File: src/rtl/sopc_rst_ctrl.sv
// Sequenced multi-domain reset controller: sync release, hold, staggered release, run timer.
// Optional run-limit timer (DONE state, run_done) is compiled in with `define RUN_LIMIT_EN.
module sopc_rst_ctrl #(
  parameter int NUM_DOMAINS = 2,
  parameter int HOLD_CYCLES = 10,
  parameter int STAGGER     = 4,
  parameter int RUN_LIMIT   = 250
) (
  input  logic                   clk,
  input  logic                   rst,
  input  logic                   soft_rst_req,
  output logic [NUM_DOMAINS-1:0] rst_out,
  output logic                   ready,
  output logic                   run_done,
  output logic [15:0]            cycle_cnt
);

  if (NUM_DOMAINS < 1 || NUM_DOMAINS > 8 ||
      HOLD_CYCLES < 1 || HOLD_CYCLES > 65535 ||
      STAGGER < 0 || STAGGER > 255 ||
      RUN_LIMIT < 1 || RUN_LIMIT > 65535) begin : g_bad_param
    $error("sopc_rst_ctrl: parameter out of range");
  end

  typedef enum logic [1:0] {
    HOLD,
    RELEASE,
    RUN,
    DONE
  } state_t;

  localparam logic [15:0] HOLD_LAST = 16'(HOLD_CYCLES - 1);
  localparam logic [7:0]  STG_LAST  = 8'(STAGGER - 1);
  localparam logic [NUM_DOMAINS-1:0] ALL1 = '1;

  state_t                 state;
  state_t                 state_n;
  logic [1:0]             sync;
  logic                   rel;
  logic [15:0]            hold_cnt;
  logic [15:0]            hold_n;
  logic [7:0]             stg_cnt;
  logic [7:0]             stg_n;
  logic [NUM_DOMAINS-1:0] rst_out_n;
  logic                   ready_n;
  logic [15:0]            cnt_n;
  logic [15:0]            cnt_inc;

  assign rel = sync[1];
  assign cnt_inc = (cycle_cnt == 16'hFFFF) ? cycle_cnt
                                           : cycle_cnt + 16'd1;

`ifdef RUN_LIMIT_EN
  localparam logic [15:0] LIMIT = 16'(RUN_LIMIT);
  logic done_q;
  logic done_n;
  assign run_done = done_q;
`else
  assign run_done = 1'b0;
`endif

  always_ff @(posedge clk or negedge rst) begin
    if (!rst) begin
      sync <= 2'b00;
    end else begin
      sync <= {sync[0], 1'b1};
    end
  end

  always_ff @(posedge clk or negedge rst) begin
    if (!rst) begin
      state     <= HOLD;
      hold_cnt  <= 16'd0;
      stg_cnt   <= 8'd0;
      rst_out   <= ALL1;
      ready     <= 1'b0;
      cycle_cnt <= 16'd0;
`ifdef RUN_LIMIT_EN
      done_q    <= 1'b0;
`endif
    end else begin
      state     <= state_n;
      hold_cnt  <= hold_n;
      stg_cnt   <= stg_n;
      rst_out   <= rst_out_n;
      ready     <= ready_n;
      cycle_cnt <= cnt_n;
`ifdef RUN_LIMIT_EN
      done_q    <= done_n;
`endif
    end
  end

  always_comb begin
    state_n   = state;
    hold_n    = hold_cnt;
    stg_n     = stg_cnt;
    rst_out_n = rst_out;
    ready_n   = ready;
    cnt_n     = cycle_cnt;
`ifdef RUN_LIMIT_EN
    done_n    = done_q;
`endif
    unique case (state)
      HOLD: begin
        if (rel) begin
          if (hold_cnt == HOLD_LAST) begin
            hold_n = 16'd0;
            stg_n  = 8'd0;
            // Zeros shift in from bit 0, so domain 0 leaves reset first.
            if (STAGGER == 0) begin
              rst_out_n = '0;
            end else begin
              rst_out_n = rst_out << 1;
            end
            if (rst_out_n == '0) begin
              state_n = RUN;
              ready_n = 1'b1;
              cnt_n   = 16'd0;
            end else begin
              state_n = RELEASE;
            end
          end else begin
            hold_n = hold_cnt + 16'd1;
          end
        end
      end
      RELEASE: begin
        if (stg_cnt == STG_LAST) begin
          stg_n     = 8'd0;
          rst_out_n = rst_out << 1;
          if (rst_out_n == '0) begin
            state_n = RUN;
            ready_n = 1'b1;
            cnt_n   = 16'd0;
          end
        end else begin
          stg_n = stg_cnt + 8'd1;
        end
      end
      RUN: begin
        cnt_n = cnt_inc;
`ifdef RUN_LIMIT_EN
        if (cnt_n == LIMIT) begin
          state_n = DONE;
          done_n  = 1'b1;
        end
`endif
      end
      DONE: begin
        cnt_n = cnt_inc;
      end
      default: begin
        state_n = HOLD;
      end
    endcase
    // Soft request overrides every transition above, including RUN->DONE.
    if (soft_rst_req) begin
      state_n   = HOLD;
      hold_n    = 16'd0;
      stg_n     = 8'd0;
      rst_out_n = ALL1;
      ready_n   = 1'b0;
      cnt_n     = 16'd0;
`ifdef RUN_LIMIT_EN
      done_n    = 1'b0;
`endif
    end
  end

endmodule

File: config.mk
export PLATFORM = sky130hd
export DESIGN_NAME = sopc_rst_ctrl
export DESIGN_NICKNAME = d
export VERILOG_FILES = /design/src/rtl/sopc_rst_ctrl.sv
export SDC_FILE = /design/constraint.sdc
export NUM_CORES = 1
export LEC_CHECK = 0
export ABC_AREA = 1
export CORE_ASPECT_RATIO = 1.2
export CORE_UTILIZATION = 58
export DETAILED_ROUTE_END_ITERATION = 6
export HOLD_SLACK_MARGIN = 0.08
export PLACE_DENSITY = 0.8
export SKIP_LAST_GASP = 1
export SLEW_MARGIN = 15
export SYNTH_ARGS = -nofsm -noshare
export SYNTH_HDL_FRONTEND = slang
export SYNTH_SLANG_ARGS = --single-unit
File: constraint.sdc
create_clock -name clk -period 1.65 [get_ports clk]
set_clock_uncertainty 0.05 [all_clocks]
set_input_delay 0.495 -clock clk [delete_from_list [all_inputs] [get_ports clk]]
set_output_delay 0.495 -clock clk [all_outputs]
set_load 0.01 [all_outputs]
==> impl_summary.txt, run 1 <==
----------------------------------------------------
[Cells and area]
  Syn-to-layout area delta ... 32.0%
  Commonest cells after routing, fill and taps aside ... nand2_1, buf_4, nor2_1, dfrtp_1, inv_1
  Post-layout net count ... 475
  Post-layout utilization of the core ... 80.4%
  Antenna diode count ... 0
  Proportion of layout cells with a drive suffix above 1 ... 24.1%
  Most common cell after layout, fill and taps aside ... nand2_1
  Fill cell instance count of the final layout ... 305

[Worst setup path]
  Crit-path cells ... inv_2 > ha_2 > nand3_2 > nor2_4 > nand3_2 > nand2_4 > inv_4 > nor2_4 > nand2_1 > nand2_1
  Crit path required time ... 1840 ps
  Worst Path Arrival ... approximately 1900 ps
  Bufs and invs on worst path ... 2
  Worst path slowest cell ... dfrtp_1
  Worst R2R Setup Slack ... -20 ps
  Top cell family by delay on the critical path ... simple AND/OR/NAND/NOR gates
  Crit-path max FO ... 6
  Element type at the critical path end ... flip-flop
  Path type of the worst setup path ... reg2reg
  Crit path largest cell delay ... 400 ps
  Type of origin of the critical path ... flip-flop

[Detailed routing]
  Detail-routed net length per standard cell ... 15.2 um
  Total length of routed wires ... ~8000 um
  Count of routing violations after the opening detailed-route iteration ... roughly 310
  Count of unresolved DRC violations after routing ... 0
  Met2 routed wirelength ... 4350 um
  Number of vias per cell ... between 5 and 6
  Total length of routed met3 wires ... 328 um
  Vias after detailed routing ... 3017
  First-pass detailed-route iteration total ... 5
  Highest signal layer in the routed design ... met4
  Routed length on met1 ... approximately 3000 um
  Antenna-violating nets left ... 0

[Power]
  Worst IR Drop VDD ... 0.748 mV
  Portion of total power attributed to sequential cells ... 35.8%
  Switching pwr ... between 1000 and 1500 uW
  Switching power as a share of total power ... 36.7%
  Leak ... around 0.0019 uW
  Relative contribution of the clock network to total power ... approximately a quarter
  PD cells ... 1050 nW/um^2
  Combinational power share ... a little under two fifths
  Internal Power ... 2460 uW

[Floorplan]
  Std-Cell Rows ... 27
  Die Span X ... about 66 um
  Core region area ... 4630 sq um
  Top-level port count ... 23
  Die Span Y ... between 70 and 80 um
  Die area ... 5140 sq um
  Initial Utilization ... about three fifths

[STA]
  Total of endpoints with negative setup slack in the final report ... 2
  Final hold viol count ... 0
  Worst setup margin ... -18.7 ps
  Peak Freq ... 0.599 GHz
  Final number of max-transition violations ... 0
  Total Negative Setup Slacks ... -25.1 ps
  Final period util ... 101%
  Minimum clock period after layout ... 1670 ps
  Unrepaired setup endpoints after global routing ... true

[Synth]
  Synth top area cells ... dfrtp_1, nand2_1, nor2_1
  Post-synthesis net count ... 397
  Post-Synthesis Cells ... a little under 400
  Flip-flop and latch count after synthesis ... 47
  Synth cell types ... 35
  Average cell area after synthesis ... just over 7 sq um
  Cell area after synthesis ... 2820 sq um
  Count of yosys warnings during synthesis ... 0
  Register area share after synthesis ... 41.8%
  Cell type contributing the most total cell area after synthesis ... dfrtp_1
  Synth top area share ... 39.9%

[Clock network]
  Number of buffers on the longest clock path ... 2
  Hold Buf Count CTS ... 0
  H-tree depth ... 2
  Number of clock sinks seen by CTS ... 47
  Clock edge transition at the registers on the reported setup and hold paths ... 90 ps
  Cell chosen for the clock root ... clkbuf_8
  CTS tree ... yes
  Clock latency on the worst-skew pair ... 310 ps
  Num CTS Buffers ... 5

[Placement]
  Final RePlAce weighted congestion ... 0.909
  Estimated wirelength of the detail-placed design ... 4860 um
  # port buffers ... 21

[Global routing]
  Vias in the first global route ... between 2000 and 3000
  Wire length of the first global-routing pass ... 11800 um
  Pin count of the biggest net entering global routing ... 28
  GRT overflow ... 0
  Antenna violations before repair ... 0
  Total global-route track usage ... 29.8%

[Outcome]
  Violations in the final reports ... setup timing
  Status ... complete, but fails checks

[Hold path]
  Tightest Hold Check Type ... in2async

[Flow run]
  Number of max-cap violations ... 0

----------------------------------------------------
cell usage after synthesis:
master / count
nand3_2: 2
nor2b_1: 1
nand4_2: 1
nand4_1: 6
nor3_2: 2
dfrtp_1: 45
o21ai_0: 18
nand3_4: 1
xor2_1: 8
nor2_4: 4
ha_1: 4
o21bai_1: 2
nor2_1: 57
a21oi_1: 6
dfstp_2: 2
nand3b_1: 3
nand2_4: 1
o22ai_1: 1
buf_6: 2
inv_2: 3
xnor2_1: 2
a21o_1: 2
nand2_2: 3
a31oi_1: 1
nand3_1: 28
or2_2: 1
nor3_1: 10
conb_1: 2
nor2_2: 5
inv_1: 32
buf_2: 2
nand2_1: 128
buf_4: 3
o211ai_1: 1
o21ai_1: 1
cells by family (layout without fill, tap and decap cells):
kind of cell               count (synthesis)  count (layout)  synth area share (%)
AOI/OAI and AO/OA                         32              32                  6.21
adders and majority gates                  4               4                  1.78
other                                      2               2                 0.266
buffers and inverters                     42             119                  6.61
DFF                                       47              47                  41.8
and+or+nand+nor                          253             255                  40.2
xor gates and xnor gates                  10              10                  3.11
area by class of cell:
class / instances / area [sq um] / share of cell area (%)
clock buffer: 6 / 72.6 / 1.95
sequential: 47 / 1180 / 31.8
tap: 58 / 72.6 / 1.95
multi-input combinational: 303 / 1600 / 42.9
inverter: 35 / 134 / 3.60
clock inverter: 2 / 60.1 / 1.61
timing repair buffer: 76 / 603 / 16.2
what timing repair did:
action / in CTS / in global routing
endpoints found under the setup margin: 60 / 38
gates resized for setup: 27 / 34
gates cloned: 1 / 1
pin swaps: 2 / 18
buffers inserted: 11 / 10
power groups by stage:
stage / combinational (uW) / sequential, uW / clock (uW)
5_1_grt: 1580 / 1400 / 1070
3_5_place_dp: 1110 / 1410 / 0
4_1_cts: 1160 / 1380 / 1010
3_3_place_gp: 1090 / 1400 / 0
6_report: 1490 / 1390 / 1010
2_1_floorplan: 691 / 1410 / 0
routing by layer:
metal,global-route usage (%),vias to the layer above
met1,29.8,1464
met2,56.6,113
met3,4.80,39
li1,-,1401
met4,15.9,0
met5,0,-
final timing paths:
kind,depth (start not counted),from,to
worst max-delay path,10,hold_cnt[1],cycle_cnt[3]
worst min-delay path,2,rst,stg_cnt[6]
worst max register to register,10,hold_cnt[1],cycle_cnt[3]
worst min register to register,0,sync[0],sync[1]
max in group asynchronous,2,rst,rst_out[1]
min in group clk,0,sync[0],sync[1]
flip-flops by register name, summed over array words and instances, names as in the netlist:
| signal | count |
|---|---|
| stg_cnt | 8 |
| hold_cnt | 16 |
| sync | 2 |
| rst_out | 2 |
| state | 2 |
| cycle_cnt | 16 |
| ready | 1 |
through the flow:
step	std cells	hold slack (ps)	setup WS, ps	power (uW)	instance area (sq um)
after global placement	496	282	-418	2490	3300
after global routing	527	122	-81.0	4040	3720
final	527	105	-18.7	3890	3720
after floorplan	390	149	110	2100	2820
after CTS	516	115	-3.26	3550	3510
after detailed placement	496	290	-447	2520	3300
Note: power is estimated with default switching activity, not from simulation.
==> run 2, diff against run 1 <==
Settings changed: CORE_UTILIZATION 58 to 35, PLACE_DENSITY 0.8 to not set.
==> impl_summary.txt, run 2 (synthesized netlist as in run 1, its figures left out) <==
----------------------------------------------------
[Global routing]
  Total global-route track usage ... 18.4% (was 29.8%)
  Wire length of the first global-routing pass ... 12600 um (was 11800 um)
  Pin count of the biggest net entering global routing ... 48 (was 28)
  Vias in the first global route ... 2767 (was 2803)
  Antenna violations before repair ... 0 (unchanged)
  GRT overflow ... 0 (unchanged)

[Detailed routing]
  Vias after detailed routing ... 2810 (was 3017)
  Count of unresolved DRC violations after routing ... 8 (was 0)
  Detail-routed net length per standard cell ... 12.6 um (was 15.2 um)
  Antenna-violating nets left ... 0 (unchanged)
  First-pass detailed-route iteration total ... 6 (was 5)
  Count of routing violations after the opening detailed-route iteration ... 121 (was 312)
  Total length of routed wires ... 7160 um (was 8010 um)
  Number of vias per cell ... 4.93 (was 5.72)

[Hold path]
  Tightest Hold Check Type ... in2async (unchanged)

[Floorplan]
  Die area ... 8420 sq um (was 5140 sq um)
  Core region area ... 7750 sq um (was 4630 sq um)
  Die Span Y ... 100 um (was 78.4 um)
  Std-Cell Rows ... 35 (was 27)
  Initial Utilization ... 36.4% (was 60.9%)
  Top-level port count ... 23 (unchanged)
  Die Span X ... 83.9 um (was 65.6 um)

[STA]
  Minimum clock period after layout ... 1590 ps (was 1670 ps)
  Final number of max-transition violations ... 0 (unchanged)
  Total Negative Setup Slacks ... 0 ps (was -25.1 ps)
  Unrepaired setup endpoints after global routing ... true (unchanged)
  Peak Freq ... 0.630 GHz (was 0.599 GHz)
  Final period util ... 96.2% (was 101%)
  Total of endpoints with negative setup slack in the final report ... 0 (was 2)
  Final hold viol count ... 0 (unchanged)

[Cells and area]
  Combined flip-flop and latch cell area ... 1180 sq um (about the same)
  Fill cell instance count of the final layout ... 804 (was 305)
  Proportion of layout cells with a drive suffix above 1 ... 25.3% (was 24.1%)
  Leading registers by flop count ... cycle_cnt x16, hold_cnt x16, stg_cnt x8 (unchanged)
  Post-layout net count ... 484 (was 475)
  Antenna diode count ... 0 (unchanged)
  Area of the multi-input gates ... 1590 sq um (was 1600 sq um)
  Area of all placed cells without fillers ... 3800 sq um (was 3720 sq um)
  Most common cell after layout, fill and taps aside ... nand2_1 (unchanged)
  Syn-to-layout area delta ... 34.7% (was 32.0%)
  Commonest cells after routing, fill and taps aside ... nand2_1, buf_4, nor2_1, dfrtp_1, inv_1 (unchanged)

[Worst setup path]
  Crit path required time ... 1850 ps (was 1840 ps)
  Dominant cell type by count on the critical path ... nor2_4
  Worst path slowest cell ... dfrtp_1 (unchanged)
  Crit-path cells ... ha_4 > nand2_1 > nor2_4 > nor2_4 > nor2_4 > nand2_4 > nor2_4 > nand2_1 > nand2_1 (was inv_2 > ha_2 > nand3_2 > nor2_4 > nand3_2 > nand2_4 > inv_4 > nor2_4 > nand2_1 > nand2_1)
  Top cell family by delay on the critical path ... simple AND/OR/NAND/NOR gates (unchanged)
  Element type at the critical path end ... flip-flop (unchanged)
  Bufs and invs on worst path ... 0 (was 2)
  Worst Path Arrival ... 1790 ps (was 1860 ps)
  Total number of cells along the worst setup path ... 9 (was 10)
  Crit-path max FO ... 5 (was 6)
  Type of origin of the critical path ... flip-flop (unchanged)
  Count of cells along the worst register-to-register path ... 9 (was 10)
  Path type of the worst setup path ... reg2reg (unchanged)
  Crit path largest cell delay ... 420 ps (was 400 ps)

[Clock network]
  CTS tree ... yes (unchanged)
  Clock latency on the worst-skew pair ... 300 ps (was 310 ps)
  H-tree depth ... 2 (unchanged)
  Number of clock sinks seen by CTS ... 47 (unchanged)
  Hold Buf Count CTS ... 0 (unchanged)
  Num CTS Buffers ... 5 (unchanged)
  Clock edge transition at the registers on the reported setup and hold paths ... 100 ps (was 90 ps)
  Number of buffers on the longest clock path ... 2 (unchanged)
  Cell chosen for the clock root ... clkbuf_8 (unchanged)

[Outcome]
  Status ... complete, but fails checks (unchanged)
  Violations in the final reports ... DRC (was setup timing)

[Flow run]
  Number of max-cap violations ... 0 (unchanged)

[Power]
  Switching power as a share of total power ... 37.6% (was 36.7%)
  Relative contribution of the clock network to total power ... 21.8% (was 25.9%)
  Worst IR Drop VDD ... 0.490 mV (was 0.748 mV)
  Combinational power share ... 39.9% (was 38.3%)
  Portion of total power attributed to sequential cells ... 38.3% (was 35.8%)
  Switching pwr ... 1340 uW (was 1430 uW)
  Internal Power ... 2230 uW (was 2460 uW)
  PD cells ... 941 nW/um^2 (was 1050 nW/um^2)
  Leak ... 0.00194 uW (was 0.00192 uW)

[Placement]
  Estimated wirelength of the detail-placed design ... 4870 um (was 4860 um)
  Final RePlAce weighted congestion ... 0.841 (was 0.909)
  Placed cell areas ... 3390 sq um (was 3300 sq um)
  # port buffers ... 21 (unchanged)

----------------------------------------------------
==> run 2: cell types whose count changed in the layout (fill, tap and decap cells not counted), sizes merged <==
cell / change
clkdlybuf4s15: -2
clkbuf: +3
clkinvlp: +1
bufinv: -2
buf: +9
==> run 2: area by class of cell <==
type | count | share of cell area (%)
clock buffer | 7 | 2.54
clock inverter | 1 | 0.198
inverter | 35 | 3.53
multi-input combinational | 303 | 41.9
sequential | 47 | 31.2
tap | 92 | 3.03
timing repair buffer | 85 | 17.6
==> run 2: metrics by stage <==
stage | hold WS [ps] | utilization, % | power [uW] | instances | worst slack, ps
after floorplan | 149 | - | 2100 | 390 | 110
after global placement | 284 | 43.7 | 2580 | 535 | -439
after detailed placement | 285 | 43.7 | 2590 | 535 | -470
after CTS | 117 | 46.7 | 3510 | 558 | -17.8
after global routing | 130 | 49.0 | 3800 | 570 | -47.0
final | 115 | 49.0 | 3570 | 570 | 62.6
==> run 2: repair_timing <==
action,in CTS,in global routing
buffers inserted,13,12
endpoints found under the hold margin,0,0
setup endpoints to repair,59,38
gates resized for setup,32,28
pin swaps,3,12
cloned,2,0
==> run 2: power groups by stage <==
stage	clock [uW]	sequential, uW	combinational (uW)
global placement	0	1390	1190
CTS	817	1360	1330
global route	855	1390	1550
detailed placement	0	1390	1210
finish	778	1370	1430
floorplan	0	1410	691
==> run 2: metal layers <==
metal	up-vias	GRT usage [%]	part of all wire [%]
li1	1414	-	-
met1	1346	21.2	43
met2	39	34.8	53
met3	11	2.71	2.6
met4	0	6.10	1.6
met5	-	0	0
==> run 2: final timing paths <==
kind                                 end        from  slack (ps)
min reg2reg                      sync[1]     sync[0]         300
max in group asynchronous     rst_out[0]         rst        1160
max                        cycle_cnt[11]  stg_cnt[1]          60
min                         cycle_cnt[4]         rst         120
max reg2reg                cycle_cnt[11]  stg_cnt[1]          60
min in group clk                 sync[1]     sync[0]         300
